===== config.mk =====
export PLATFORM = sky130hd
export DESIGN_NAME = regfile_wb_arbiter
export DESIGN_NICKNAME = d
export VERILOG_FILES = /design/src/rtl/regfile_wb_arbiter.sv
export SDC_FILE = /design/constraint.sdc
export NUM_CORES = 1
export LEC_CHECK = 0
export BUFFER_PORTS_ARGS = -buffer_cell sky130_fd_sc_hd__buf_2
export CAP_MARGIN = 20
export CORE_AREA = 3 3 147 177
export CTS_CLUSTER_DIAMETER = 100
export CTS_CLUSTER_SIZE = 30
export DETAILED_ROUTE_END_ITERATION = 7
export DIE_AREA = 0 0 150 180
export PLACE_DENSITY_LB_ADDON = 0.25
export SETUP_SLACK_MARGIN = 0.4
export SLEW_MARGIN = 20
export SYNTH_ARGS = -nofsm -noshare
export SYNTH_HDL_FRONTEND = slang
export SYNTH_SLANG_ARGS = --single-unit

===== constraint.sdc =====
create_clock -name clk -period 5.3 [get_ports clk]
set_input_delay 1.06 -clock clk [delete_from_list [all_inputs] [get_ports clk]]
set_output_delay 1.06 -clock clk [all_outputs]
set_load 0.1 [all_outputs]

===== src/rtl/regfile_wb_arbiter.sv =====
// Register-file write-port arbiter: pipeline writeback has priority, multi-cycle writes are FIFO-buffered.
// Optional macro WB_BYPASS_EN lets a multi-cycle write skip an empty FIFO when the port is idle.
module regfile_wb_arbiter #(
  parameter int DEPTH    = 4,
  parameter int MAX_WAIT = 8
) (
  input  logic                     clk,
  input  logic                     rst_n,
  input  logic                     pipe_we,
  input  logic [4:0]               pipe_waddr,
  input  logic [31:0]              pipe_wdata,
  output logic                     pipe_ready,
  input  logic                     mc_valid,
  input  logic [4:0]               mc_waddr,
  input  logic [31:0]              mc_wdata,
  output logic                     mc_ready,
  output logic                     rf_we,
  output logic [4:0]               rf_waddr,
  output logic [31:0]              rf_wdata,
  input  logic [4:0]               chk_reg1,
  input  logic [4:0]               chk_reg2,
  input  logic [4:0]               chk_reg3,
  output logic                     pend1,
  output logic                     pend2,
  output logic                     pend3,
  output logic [$clog2(DEPTH):0]   fifo_count
);

  localparam int AW = $clog2(DEPTH);

  logic [4:0]       addr_mem [DEPTH];
  logic [31:0]      data_mem [DEPTH];

  logic [DEPTH-1:0] valid_reg;
  logic [DEPTH-1:0] valid_next;
  logic [DEPTH-1:0] kill_reg;
  logic [DEPTH-1:0] kill_next;
  logic [DEPTH-1:0] live;
  logic [DEPTH-1:0] match1;
  logic [DEPTH-1:0] match2;
  logic [DEPTH-1:0] match3;

  logic [AW:0]      wr_ptr_reg;
  logic [AW:0]      rd_ptr_reg;
  logic [AW-1:0]    wr_idx;
  logic [AW-1:0]    rd_idx;
  logic [7:0]       wait_reg;
  logic [7:0]       wait_next;

  logic             fifo_empty;
  logic             fifo_full;
  logic             force_drain;
  logic             head_issue;
  logic             pipe_issue;
  logic             bypass;
  logic             push;
  logic [4:0]       head_addr;
  logic [31:0]      head_data;
  logic             head_kill;

  assign wr_idx     = wr_ptr_reg[AW-1:0];
  assign rd_idx     = rd_ptr_reg[AW-1:0];
  assign fifo_empty = (wr_ptr_reg == rd_ptr_reg);
  assign fifo_full  = (wr_idx == rd_idx) && (wr_ptr_reg[AW] != rd_ptr_reg[AW]);
  assign fifo_count = wr_ptr_reg - rd_ptr_reg;

  assign head_addr  = addr_mem[rd_idx];
  assign head_data  = data_mem[rd_idx];
  assign head_kill  = kill_reg[rd_idx];

  // A starved head outranks the pipeline; the pipeline must then hold its request.
  assign force_drain = !fifo_empty && (wait_reg >= 8'(MAX_WAIT));
  assign head_issue  = force_drain || (!pipe_we && !fifo_empty);
  assign pipe_issue  = pipe_we && !force_drain;
  assign pipe_ready  = !force_drain;
  assign mc_ready    = !fifo_full;

`ifdef WB_BYPASS_EN
  assign bypass = fifo_empty && !pipe_we && mc_valid;
`else
  assign bypass = 1'b0;
`endif

  // r0 writes are swallowed here so they never occupy a slot.
  assign push = mc_valid && !fifo_full && (mc_waddr != 5'd0) && !bypass;

  generate
    for (genvar gi = 0; gi < DEPTH; gi++) begin : g_entry
      logic is_wr;
      logic is_rd;
      assign is_wr = push && (wr_idx == AW'(gi));
      assign is_rd = head_issue && (rd_idx == AW'(gi));

      // A push lands in a free slot, so it never collides with a kill of a live entry.
      assign valid_next[gi] = is_wr ? 1'b1 : (is_rd ? 1'b0 : valid_reg[gi]);
      assign kill_next[gi]  = is_wr ? 1'b0 :
                              is_rd ? 1'b0 :
                              (kill_reg[gi] ||
                               (pipe_issue && valid_reg[gi] && (addr_mem[gi] == pipe_waddr)));

      assign live[gi]   = valid_reg[gi] && !kill_reg[gi];
      assign match1[gi] = (addr_mem[gi] == chk_reg1);
      assign match2[gi] = (addr_mem[gi] == chk_reg2);
      assign match3[gi] = (addr_mem[gi] == chk_reg3);
    end
  endgenerate

  assign pend1 = (chk_reg1 != 5'd0) && |(live & match1);
  assign pend2 = (chk_reg2 != 5'd0) && |(live & match2);
  assign pend3 = (chk_reg3 != 5'd0) && |(live & match3);

  always_comb begin
    wait_next = wait_reg;
    if (fifo_empty || head_issue)
      wait_next = 8'd0;
    else if (wait_reg != 8'hFF)
      wait_next = wait_reg + 8'd1;
  end

  always_ff @(posedge clk) begin
    if (push) begin
      addr_mem[wr_idx] <= mc_waddr;
      data_mem[wr_idx] <= mc_wdata;
    end
  end

  always_ff @(posedge clk or negedge rst_n) begin
    if (!rst_n) begin
      wr_ptr_reg <= '0;
      rd_ptr_reg <= '0;
      valid_reg  <= '0;
      kill_reg   <= '0;
      wait_reg   <= 8'd0;
    end else begin
      valid_reg <= valid_next;
      kill_reg  <= kill_next;
      wait_reg  <= wait_next;
      if (push)
        wr_ptr_reg <= wr_ptr_reg + 1'b1;
      if (head_issue)
        rd_ptr_reg <= rd_ptr_reg + 1'b1;
    end
  end

  // Write port: killed heads and r0 targets still take the slot but suppress the enable.
  always_ff @(posedge clk or negedge rst_n) begin
    if (!rst_n) begin
      rf_we    <= 1'b0;
      rf_waddr <= 5'd0;
      rf_wdata <= 32'd0;
    end else if (head_issue) begin
      rf_we    <= !head_kill && (head_addr != 5'd0);
      rf_waddr <= head_addr;
      rf_wdata <= head_data;
    end else if (pipe_issue) begin
      rf_we    <= (pipe_waddr != 5'd0);
      rf_waddr <= pipe_waddr;
      rf_wdata <= pipe_wdata;
    end else if (bypass) begin
      rf_we    <= (mc_waddr != 5'd0);
      rf_waddr <= mc_waddr;
      rf_wdata <= mc_wdata;
    end else begin
      rf_we    <= 1'b0;
    end
  end

endmodule


==> summary.md <==
| Metric | Value |
|---|---|
| Status | `complete, no violations` |
| Post-CTS Resized | `0` |
| H-tree Lvls | `1` |
| All-layer global routing usage | `16.76%` |
| FF+latch count, synth | `208` |
| Crit Path Class | `in2out` |
| Layout cell share with drive strength beyond 1 | `28.16%` |
| Critical path's largest stage delay | `0.44 ns` |
| Synthesized netlist cell count | `621` |
| Nature of the critical path startpoint | `input port` |
| Asr flop ratio synth | `28.85%` |
| Synth-to-layout area growth | `13.04%` |
| Skew final | `0.01591 ns` |
| Cell at the slowest stage of the critical path | `buf_2` |
| First-pass GRT wire length | `35,090 um` |
| Slew Limit Headroom | `25.61%` |
| Synthesized cell area | `0.009462 mm2` |
| Crit path max fanout | `6` |
| Worst Path Arrival | `2.61 ns` |
| Slew @ Worst Pin | `1.114 ns` |
| Setup Viol. Count Final | `0` |
| Worst-path clk slew | `0.10 ns` |
| Vias per cell | `5.374` |
| Port buffer count | `138` |
| Num CTS Buffers | `10` |
| Most flop-heavy register | `data_mem` |
| Synth Area per Inst | `15.24 um2` |
| Root Driver | `clkbuf_16` |
| YS warnings | `0` |
| Max FFs per register | `128` |
| Final min period | `3.674 ns` |
| Largest net degree at the start of global routing | `61` |
| Starting Density | `38.47%` |
| Fmax | `272.2 MHz` |
| Residual DRC count | `0` |
| Worst-skew pair later-pin latency | `0.47 ns` |
| Clock Path Buffers | `3` |
| Vias in the first global route | `6,185` |
| RSZ-0062 raised after global routing | `false` |
| Antenna violations before repair | `3` |
| Setup Fix Bufs, Post-CTS | `0` |
| Largest regs | `data_mem (128), rf_wdata (32), addr_mem (20)` |
| Antenna diode count | `0` |
| Final nets | `830` |
| Die X | `150 um` |
| Row Count | `63` |
| Post-synthesis cell type count | `47` |
| GRT overflow | `0` |
| Num Clock Sinks | `208` |
| Antenna viol nets, final | `0` |
| Setup TNS | `0 ns` |
| Drt wl/cell | `21.47 um` |
| Synth Flop Type | `edfxtp_1` |
| DR vias | `5,659` |
| Drt pass-1 iters | `5` |
| Final worst path period share | `69.33%` |
| Sequential element share of the synthesized area | `62.84%` |
| Die area | `0.02700 mm2` |
| Core area | `0.02459 mm2` |
| Endpoints failing hold | `0` |
| Starting DRT DRC Count | `437` |
| Total of max-cap violations | `0` |
| Final Max Slew Viols | `0` |
| TritonCTS clock tree | `done` |
| Data required time of the worst path | `4.24 ns` |
| I/O pins | `139` |
| Die Height | `180 um` |
| Detail Placement HPWL | `15,410 um` |
| Final wirelength | `22,610 um` |
| Worst-path cell chain | `buf_2 -> inv_1 -> a221o_1 -> nor4_1 -> nor4_1 -> a21oi_1 -> buf_2` |
| Final GP Congestion | `0.8553` |
| Critical path capture point type | `primary output` |
| Number of synthesized flops with an enable pin | `148` |
| Hold/Removal Path Class | `reg2reg` |
| Hold_buf cts | `0` |
[worst paths after layout]
kind | startpoint | end | slack, ns | cells after the start
hold / removal | wait_reg[0]$_DFFE_PN0P_ | wait_reg[0]$_DFFE_PN0P_ | 0.50 | 1
max in group asynchronous | rst_n | rd_ptr_reg[1]$_DFFE_PN0N_ | 3.95 | 2
min in group asynchronous | rst_n | rf_waddr[0]$_DFFE_PN0P_ | 0.76 | 2
setup / recovery | chk_reg3[3] | pend3 | 1.63 | 7
hold reg to reg | wait_reg[0]$_DFFE_PN0P_ | wait_reg[0]$_DFFE_PN0P_ | 0.50 | 1
setup reg to reg | wr_ptr_reg[0]$_DFFE_PN0P_ | kill_reg[2]$_DFF_PN0_ | 2.18 | 7
[logic make-up after synthesis]
| logic type | after synthesis | synth area share (%) |
|---|---|---|
| AO/OA/AOI/OAI | 111 | 7.961 |
| XOR/XNOR | 72 | 6.744 |
| adder cells (fa/ha/maj) | 13 | 1.798 |
| buffers and inverters | 78 | 3.782 |
| flip-flops | 208 | 62.84 |
| multiplexers | 75 | 13.04 |
| other | 1 | 0.03963 |
| AND/OR/NAND/NOR | 63 | 3.795 |
[cells in the mapped netlist, drive strengths merged (4+ instances only)]
master	number	area (um2)
nand3	6	30.03
mux2i	37	370.4
a221o	5	51.30
o21ai	44	220.2
xnor2	24	217.7
buf	23	151.4
ha	12	150.1
a22oi	37	277.8
nor2b	5	31.28
o221ai	8	70.07
dfrtp	60	1501
clkbuf	34	127.6
inv	21	78.83
nor2	6	25.03
a21o	4	30.03
nand2	10	37.54
xor2	48	420.4
nor4	17	106.4
edfxtp	148	4444
mux4	38	863.3
[worst max-delay path, delay by kind of cell]
| family | cells | cell delay, ns |
|---|---|---|
| AOI/OAI and AO/OA | 2 | 0.49 |
| buffers and inverters | 3 | 0.68 |
| and+or+nand+nor | 2 | 0.39 |
[cell type report]
| cell class | count | area, um2 |
|---|---|---|
| fillers | 2274 | 13900 |
| flip-flops and latches | 208 | 5948 |
| multi-input cells | 338 | 3202 |
| repair buffers | 145 | 755.7 |
| well taps | 325 | 406.6 |
| clock buffers | 16 | 304.0 |
| inverters | 21 | 78.83 |
[cells in the final DEF (no fill, tap or decap), types with 2 or more instances in the layout]
| cell type | Yosys | routed |
|---|---|---|
| edfxtp_1 | 148 | 148 |
| buf_2 | 13 | 138 |
| dfrtp_1 | 60 | 58 |
| xor2_1 | 48 | 48 |
| o21ai_1 | 38 | 38 |
| mux2i_1 | 37 | 37 |
| a22oi_1 | 37 | 37 |
| mux4_2 | 36 | 36 |
| xnor2_1 | 23 | 23 |
| inv_1 | 21 | 20 |
| nor4_1 | 17 | 17 |
| ha_1 | 12 | 12 |
| clkbuf_16 | 0 | 11 |
| nand2_1 | 10 | 10 |
| o221ai_1 | 8 | 8 |
| nand3_1 | 6 | 6 |
| o21ai_0 | 6 | 6 |
| buf_4 | 3 | 6 |
| nor2_1 | 5 | 5 |
| nor2b_1 | 5 | 4 |
| a221o_1 | 4 | 4 |
| a21o_1 | 4 | 4 |
| clkbuf_1 | 34 | 4 |
| conb_1 | 1 | 4 |
| or4_1 | 3 | 3 |
| a2111oi_0 | 3 | 3 |
| a21oi_1 | 3 | 3 |
| a41oi_1 | 3 | 3 |
| nor3b_1 | 3 | 3 |
| or3_1 | 2 | 2 |
| and2_2 | 0 | 2 |
| and3_1 | 3 | 2 |
| mux4_1 | 2 | 2 |
| dfrtp_2 | 0 | 2 |
[stage by stage]
stage	hold slack, ns	cells	util (%)	instance area, um2	worst slack [ns]
floorplan	0.4532	624	-	9473	0.8609
global placement	0.4686	1036	42.17	10370	1.762
detailed placement	0.4833	1037	42.25	10390	1.678
CTS	0.5087	1053	43.48	10690	1.656
global route	0.5403	1053	43.49	10700	1.577
finish	0.5005	1053	43.49	10700	1.626
[layer usage]
metal / vias up / wire, um / part of all wire, % / track usage, %
li1: 2560 / - / - / -
met1: 2839 / 8937 / 40 / 20.98
met2: 204 / 11770 / 52 / 29.87
met3: 50 / 1300 / 5.7 / 2.572
met4: 6 / 567 / 2.5 / 4.870
met5: - / 34 / 0.15 / 0
Power is not shown: default switching activity piles up to over one toggle a cycle in this logic, so the estimate is an artifact.
